<file path="src/rtl/wallace_mult_pipe.sv">
// Pipelined Wallace-tree multiplier, WIDTH x WIDTH -> 2*WIDTH, tag carried alongside.
// Latency 3 edges: out_valid rises after the third edge, counting the capture edge.
// Backpressure: valid/ready per stage, full throughput; define WALLACE_SIGNED_EN for two's complement.
module wallace_mult_pipe #(
   parameter int WIDTH = 8,
   parameter int TAG_W = 4
) (
   input  logic               clk,
   input  logic               clrn,
   input  logic               in_valid,
   output logic               in_ready,
   input  logic [WIDTH-1:0]   in_a,
   input  logic [WIDTH-1:0]   in_b,
   input  logic [TAG_W-1:0]   in_tag,
   output logic               out_valid,
   input  logic               out_ready,
   output logic [2*WIDTH-1:0] out_p,
   output logic [TAG_W-1:0]   out_tag
);

   localparam int PW   = 2 * WIDTH;
   // Number of 3:2 levels that always brings up to 32 rows down to 2
   // (32-22-15-10-7-5-4-3-2); extra levels are plain pass-through wiring.
   localparam int MAXL = 9;

   // Row count entering reduction level lvl.
   function automatic int rows_at(input int lvl);
      int n;
      n = WIDTH;
      for (int i = 0; i < lvl; i++) begin
         if (n > 2) n = (n / 3) * 2 + (n % 3);
      end
      return n;
   endfunction

   logic             adv1, adv2, adv3;
   logic             v1, v2, v3;
   logic [WIDTH-1:0] a1, b1;
   logic [TAG_W-1:0] tag1, tag2, tag3;
   logic [PW-1:0]    sum2, carry2, p3;
   logic [PW-1:0]    red_sum, red_carry;
   logic [PW-1:0]    pp [WIDTH];

   // A stage may load when it is empty or its successor is moving this cycle.
   always_comb begin
      adv3     = !v3 | out_ready;
      adv2     = !v2 | adv3;
      adv1     = !v1 | adv2;
      in_ready = adv1;
      out_valid = v3;
      out_p     = p3;
      out_tag   = tag3;
   end

   // Partial-product rows. The signed build uses Baugh-Wooley: terms pairing
   // exactly one operand MSB are complemented, and the two constant 1s are
   // folded into bit positions of rows 0 and WIDTH-1 that are otherwise empty.
   for (genvar i = 0; i < WIDTH; i++) begin : g_pp
      wire [WIDTH-1:0] r;
      for (genvar j = 0; j < WIDTH; j++) begin : g_bit
`ifdef WALLACE_SIGNED_EN
         if ((i == WIDTH - 1) != (j == WIDTH - 1)) begin : g_inv
            assign r[j] = ~(a1[j] & b1[i]);
         end else begin : g_pos
            assign r[j] = a1[j] & b1[i];
         end
`else
         assign r[j] = a1[j] & b1[i];
`endif
      end
`ifdef WALLACE_SIGNED_EN
      localparam logic [PW-1:0] CST =
         ((i == 0)         ? (PW'(1) << WIDTH)    : PW'(0)) |
         ((i == WIDTH - 1) ? (PW'(1) << (PW - 1)) : PW'(0));
`else
      localparam logic [PW-1:0] CST = '0;
`endif
      assign pp[i] = (PW'(r) << i) | CST;
   end

   // Wallace reduction: each level groups rows in threes and replaces every
   // group with a sum row and a carry row (column-wise full adders; columns
   // where only two bits are live collapse to half adders once the constant
   // zeros propagate). Leftover rows pass straight to the next level.
   for (genvar l = 0; l < MAXL; l++) begin : g_lvl
      localparam int NIN  = rows_at(l);
      localparam int NGRP = (NIN > 2) ? NIN / 3 : 0;
      localparam int NOUT = rows_at(l + 1);
      logic [PW-1:0] cur [NIN];
      logic [PW-1:0] nxt [NOUT];

      for (genvar r = 0; r < NIN; r++) begin : g_src
         if (l == 0) begin : g_from_pp
            assign cur[r] = pp[r];
         end else begin : g_from_prev
            assign cur[r] = g_lvl[l-1].nxt[r];
         end
      end

      for (genvar g = 0; g < NGRP; g++) begin : g_csa
         wire [PW-1:0] x = cur[3*g];
         wire [PW-1:0] y = cur[3*g+1];
         wire [PW-1:0] z = cur[3*g+2];
         assign nxt[2*g]   = x ^ y ^ z;
         // Carry out of the top column falls outside 2*WIDTH bits and is dropped.
         assign nxt[2*g+1] = {(x[PW-2:0] & y[PW-2:0]) | (x[PW-2:0] & z[PW-2:0]) |
                              (y[PW-2:0] & z[PW-2:0]), 1'b0};
      end

      for (genvar r = 3 * NGRP; r < NIN; r++) begin : g_pass
         assign nxt[r - NGRP] = cur[r];
      end
   end

   assign red_sum   = g_lvl[MAXL-1].nxt[0];
   assign red_carry = g_lvl[MAXL-1].nxt[1];

   // S1: operand and tag registers.
   always_ff @(posedge clk or negedge clrn) begin
      if (!clrn) begin
         v1   <= 1'b0;
         a1   <= '0;
         b1   <= '0;
         tag1 <= '0;
      end else if (adv1) begin
         v1   <= in_valid;
         a1   <= in_a;
         b1   <= in_b;
         tag1 <= in_tag;
      end
   end

   // S2: register the two rows left by the reduction tree.
   always_ff @(posedge clk or negedge clrn) begin
      if (!clrn) begin
         v2     <= 1'b0;
         sum2   <= '0;
         carry2 <= '0;
         tag2   <= '0;
      end else if (adv2) begin
         v2     <= v1;
         sum2   <= red_sum;
         carry2 <= red_carry;
         tag2   <= tag1;
      end
   end

   // S3: carry-propagate add, result held while the consumer stalls.
   always_ff @(posedge clk or negedge clrn) begin
      if (!clrn) begin
         v3   <= 1'b0;
         p3   <= '0;
         tag3 <= '0;
      end else if (adv3) begin
         v3   <= v2;
         p3   <= sum2 + carry2;
         tag3 <= tag2;
      end
   end

endmodule
</file>
<file path="config.mk">
export PLATFORM = sky130hd
export DESIGN_NAME = wallace_mult_pipe
export DESIGN_NICKNAME = d
export VERILOG_FILES = /design/src/rtl/wallace_mult_pipe.sv
export SDC_FILE = /design/constraint.sdc
export NUM_CORES = 1
export LEC_CHECK = 0
export ABC_CLOCK_PERIOD_IN_PS = 3100
export CORE_ASPECT_RATIO = 0.5
export CORE_MARGIN = 5
export CORE_UTILIZATION = 31
export CTS_BUF_LIST = sky130_fd_sc_hd__clkbuf_4 sky130_fd_sc_hd__clkbuf_8 sky130_fd_sc_hd__clkbuf_16
export DETAILED_ROUTE_END_ITERATION = 10
export PLACE_DENSITY_LB_ADDON = 0.05
export SLEW_MARGIN = 0
export SYNTH_ARGS = -nofsm -noshare
export SYNTH_HDL_FRONTEND = slang
export SYNTH_SLANG_ARGS = --single-unit
</file>
<file path="constraint.sdc">
create_clock -name clk -period 3.1 [get_ports clk]
set_clock_uncertainty 0.05 [all_clocks]
set_input_delay 0.31 -clock clk [delete_from_list [all_inputs] [get_ports clk]]
set_output_delay 0.31 -clock clk [all_outputs]
set_load 0.01 [all_outputs]
</file>
==> results.py <==
metrics = {
    "sta": {
        "fin_crit_sh": 0.979,
        "hold_viol_final": 0,
        "worst_pin_slew_ns": 0.970,
        "maxSlewHeadroom": 0.353,
        "finalSetupViolations": 0,
        "max_freq_mhz": 330,
        "slew_violations": 0,
        "whs_ns": 0.0204,
        "period_needed_ns": 3.03,
    },
    "clock_tree": {
        "cts_tree": "done",
        "clock_sinks": 73,
        "htreeDepth": 3,
        "clock_latency_ns": 0.35,
        "cts_buffer_depth": 2,
        "clk_pin_slew_ns": 0.07,
        "cts-root-buf": "clkbuf_16",
        "numCtsBuffers": 9,
    },
    "route": {
        "vias": 2952,
        "drcViolationCount": 0,
        "drt_first_pass_iters": 4,
        "routed_via_density": 4.40,
        "wl_um": 10400,
        "antenna_left": 0,
        "wl_per_cell_um": 15.4,
        "drt_iter0_markers": 177,
    },
    "worst_setup_path": {
        "cp.arrival_ns": 3.21,
        "crit_family": "adder cells",
        "cpMostUsedCell": "fa_1",
        "crit_path_end_kind": "flop",
        "cp_max_fo": 4,
        "cp-start-kind": "flop",
        "required_ns": 3.28,
        "cp_num_buf_inv": 3,
        "critPathMaxStageDelay_ns": 0.56,
        "worst-setup-path-type": "flop to flop",
        "crit_path_cell_trace": "buf_6, and2_4, ha_1, inv_2, fa_1, fa_1, inv_2, fa_1, mux2_4",
        "cp_slowest_cell": "fa_1",
    },
    "finish": {
        "area_growth_pct": 25.4,
        "antenna_cells": 0,
        "drive_gt1_frac": 0.226,
        "nets": 556,
        "fin_util": 0.394,
    },
    "placement": {
        "port_buffers": 45,
        "gp_congestion": 0.808,
        "dp_hpwl_um": 7890,
    },
    "power": {
        "powerDensity_nw_per_um2": 774,
        "p_leak_nw": 2.59,
        "peakVddDrop_mv": 0.319,
    },
    "yosys": {
        "yosysSeqAreaShare": 0.405,
        "syn_inst": 406,
        "synth_edf_count": 0,
        "synth.ff_latch_count": 73,
        "syn_nets": 494,
        "synth_flop_cell": "dfrtp_1",
        "async_flop_share": 1.00,
        "synth_top_cell_by_area": "dfrtp_1",
        "synthTopCellsByCount": "73 x dfrtp_1, 73 x nand2_1, 47 x mux2_2",
        "synth_area_leaders": "dfrtp_1 40%, fa_1 17%, mux2_2 12%",
        "avgSynthCellArea_um2": 11.1,
        "syn_area_um2": 4510,
        "ys_types": 32,
        "yosysWarnings": 0,
        "synth_top_area_frac": 0.405,
    },
    "flow_run": {
        "cap_violations": 0,
    },
    "floorplanning": {
        "die_h_um": 95.3,
        "initial_core_util": 0.314,
        "dieArea_um2": 17200,
        "core_area_um2": 14400,
        "die_x_um": 181,
        "num_rows": 31,
        "pin_count": 46,
    },
    "global_routing": {
        "first_global_vias": 3199,
        "grt_max_degree": 74,
        "grt-ovfl-total": 0,
        "grtUsageTotal": 0.130,
        "antenna_found_initial": 0,
        "grt_pass1_wl_um": 17400,
    },
    "outcome": {
        "status": "completed",
    },
    "min_path": {
        "hold_path_class": "input pin to async pin",
    },
}
==> cells in the final DEF (no fill, tap or decap), types with 3 or more instances in the layout <==
cell,n
nand2_1,72
dfrtp_1,65
mux2_2,46
clkdlybuf4s50_1,44
fa_1,39
inv_1,29
and2_1,27
ha_1,25
buf_4,22
nor2_1,13
a21oi_1,12
o21ai_0,9
clkbuf_16,9
dfrtp_2,8
nand2b_1,6
nor3_1,4
xor2_1,4
nand3_1,3
and3_1,3
inv_6,3
==> kinds of logic after synthesis <==
| group | count (synthesis) | synth area share |
|---|---|---|
| AOI/OAI and AO/OA | 31 | 0.0413 |
| xor gates and xnor gates | 5 | 0.00970 |
| adders and majority gates | 64 | 0.242 |
| buffers and inverters | 49 | 0.0432 |
| DFF | 73 | 0.405 |
| muxes | 47 | 0.117 |
| and+or+nand+nor | 137 | 0.141 |
==> metal layers <==
metal	up-vias	global-route usage	part of all wire
li1	1444	-	-
met1	1444	0.193	0.56
met2	58	0.185	0.39
met3	6	0.0358	0.039
met4	0	0.0358	0.0096
met5	-	0	0
==> worst register-to-register path, stage by stage, from the launching register on <==
cell and delay, ns:
dfrtp_2 0.44, buf_6 0.13, and2_4 0.14, ha_1 0.28
inv_2 0.04, fa_1 0.51, fa_1 0.56, inv_2 0.04
fa_1 0.45, mux2_4 0.26
==> worst paths after layout <==
path / start / to / slack [ns] / depth (start not counted)
max in group asynchronous: clrn / a1[5]$_DFFE_PN0P_ / 2.29 / 1
setup reg to reg: b1[2]$_DFFE_PN0P_ / sum2[8]$_DFFE_PN0P_ / 0.07 / 9
min in group clk: out_tag[1]$_DFFE_PN0P_ / out_tag[1]$_DFFE_PN0P_ / 0.42 / 2
hold reg to reg: out_tag[1]$_DFFE_PN0P_ / out_tag[1]$_DFFE_PN0P_ / 0.42 / 2
setup / recovery: b1[2]$_DFFE_PN0P_ / sum2[8]$_DFFE_PN0P_ / 0.07 / 9
hold / removal: clrn / a1[1]$_DFFE_PN0P_ / 0.02 / 1
==> where the power goes <==
group	switching, mW	total [mW]	internal, mW
clock	0.466	1.11	0.639
combinational	0.906	1.86	0.950
sequential	0.186	1.42	1.23
total	1.56	4.38	2.82
==> per-stage QoR <==
stage / area [um2] / setup slack [ns] / cells / power, mW / setup TNS [ns]
detailed placement: 5280 / -0.0523 / 649 / 3.26 / -0.0739
global placement: 5280 / 0.0235 / 649 / 3.24 / 0
global route: 5660 / -0.000167 / 671 / 4.76 / -0.000167
CTS: 5590 / 0.0114 / 665 / 4.41 / 0
floorplan: 4510 / 0.00245 / 406 / 2.58 / 0
finish: 5660 / 0.0663 / 671 / 4.38 / 0
==> flip-flops by register name, summed over array words and instances (netlist names) <==
| signal | flops |
|---|---|
| sum2 | 15 |
| out_tag | 4 |
| carry2 | 11 |
| out_p | 16 |
| tag2 | 4 |
| a1 | 8 |
| out_valid | 1 |
| v1 | 1 |
| v2 | 1 |
| b1 | 8 |
| tag1 | 4 |
==> final cells by class <==
class | instances | area, um2
multi-input combinational | 284 | 2500
inverter | 31 | 116
fill | 1414 | 8690
timing repair buffer | 69 | 648
sequential | 73 | 1840
tap | 198 | 248
clock buffer | 9 | 225
clock inverter | 7 | 83.8
==> what timing repair did <==
action | in CTS | in global routing
resized for setup | 3 | 12
pin swaps | 0 | 10
gates cloned | 0 | 0
hold buffers | 0 | 0
setup endpoints to repair | 3 | 7
buffers inserted | 0 | 6
hold endpoints to repair | 0 | 0
Note: power is estimated with default switching activity, not from simulation.
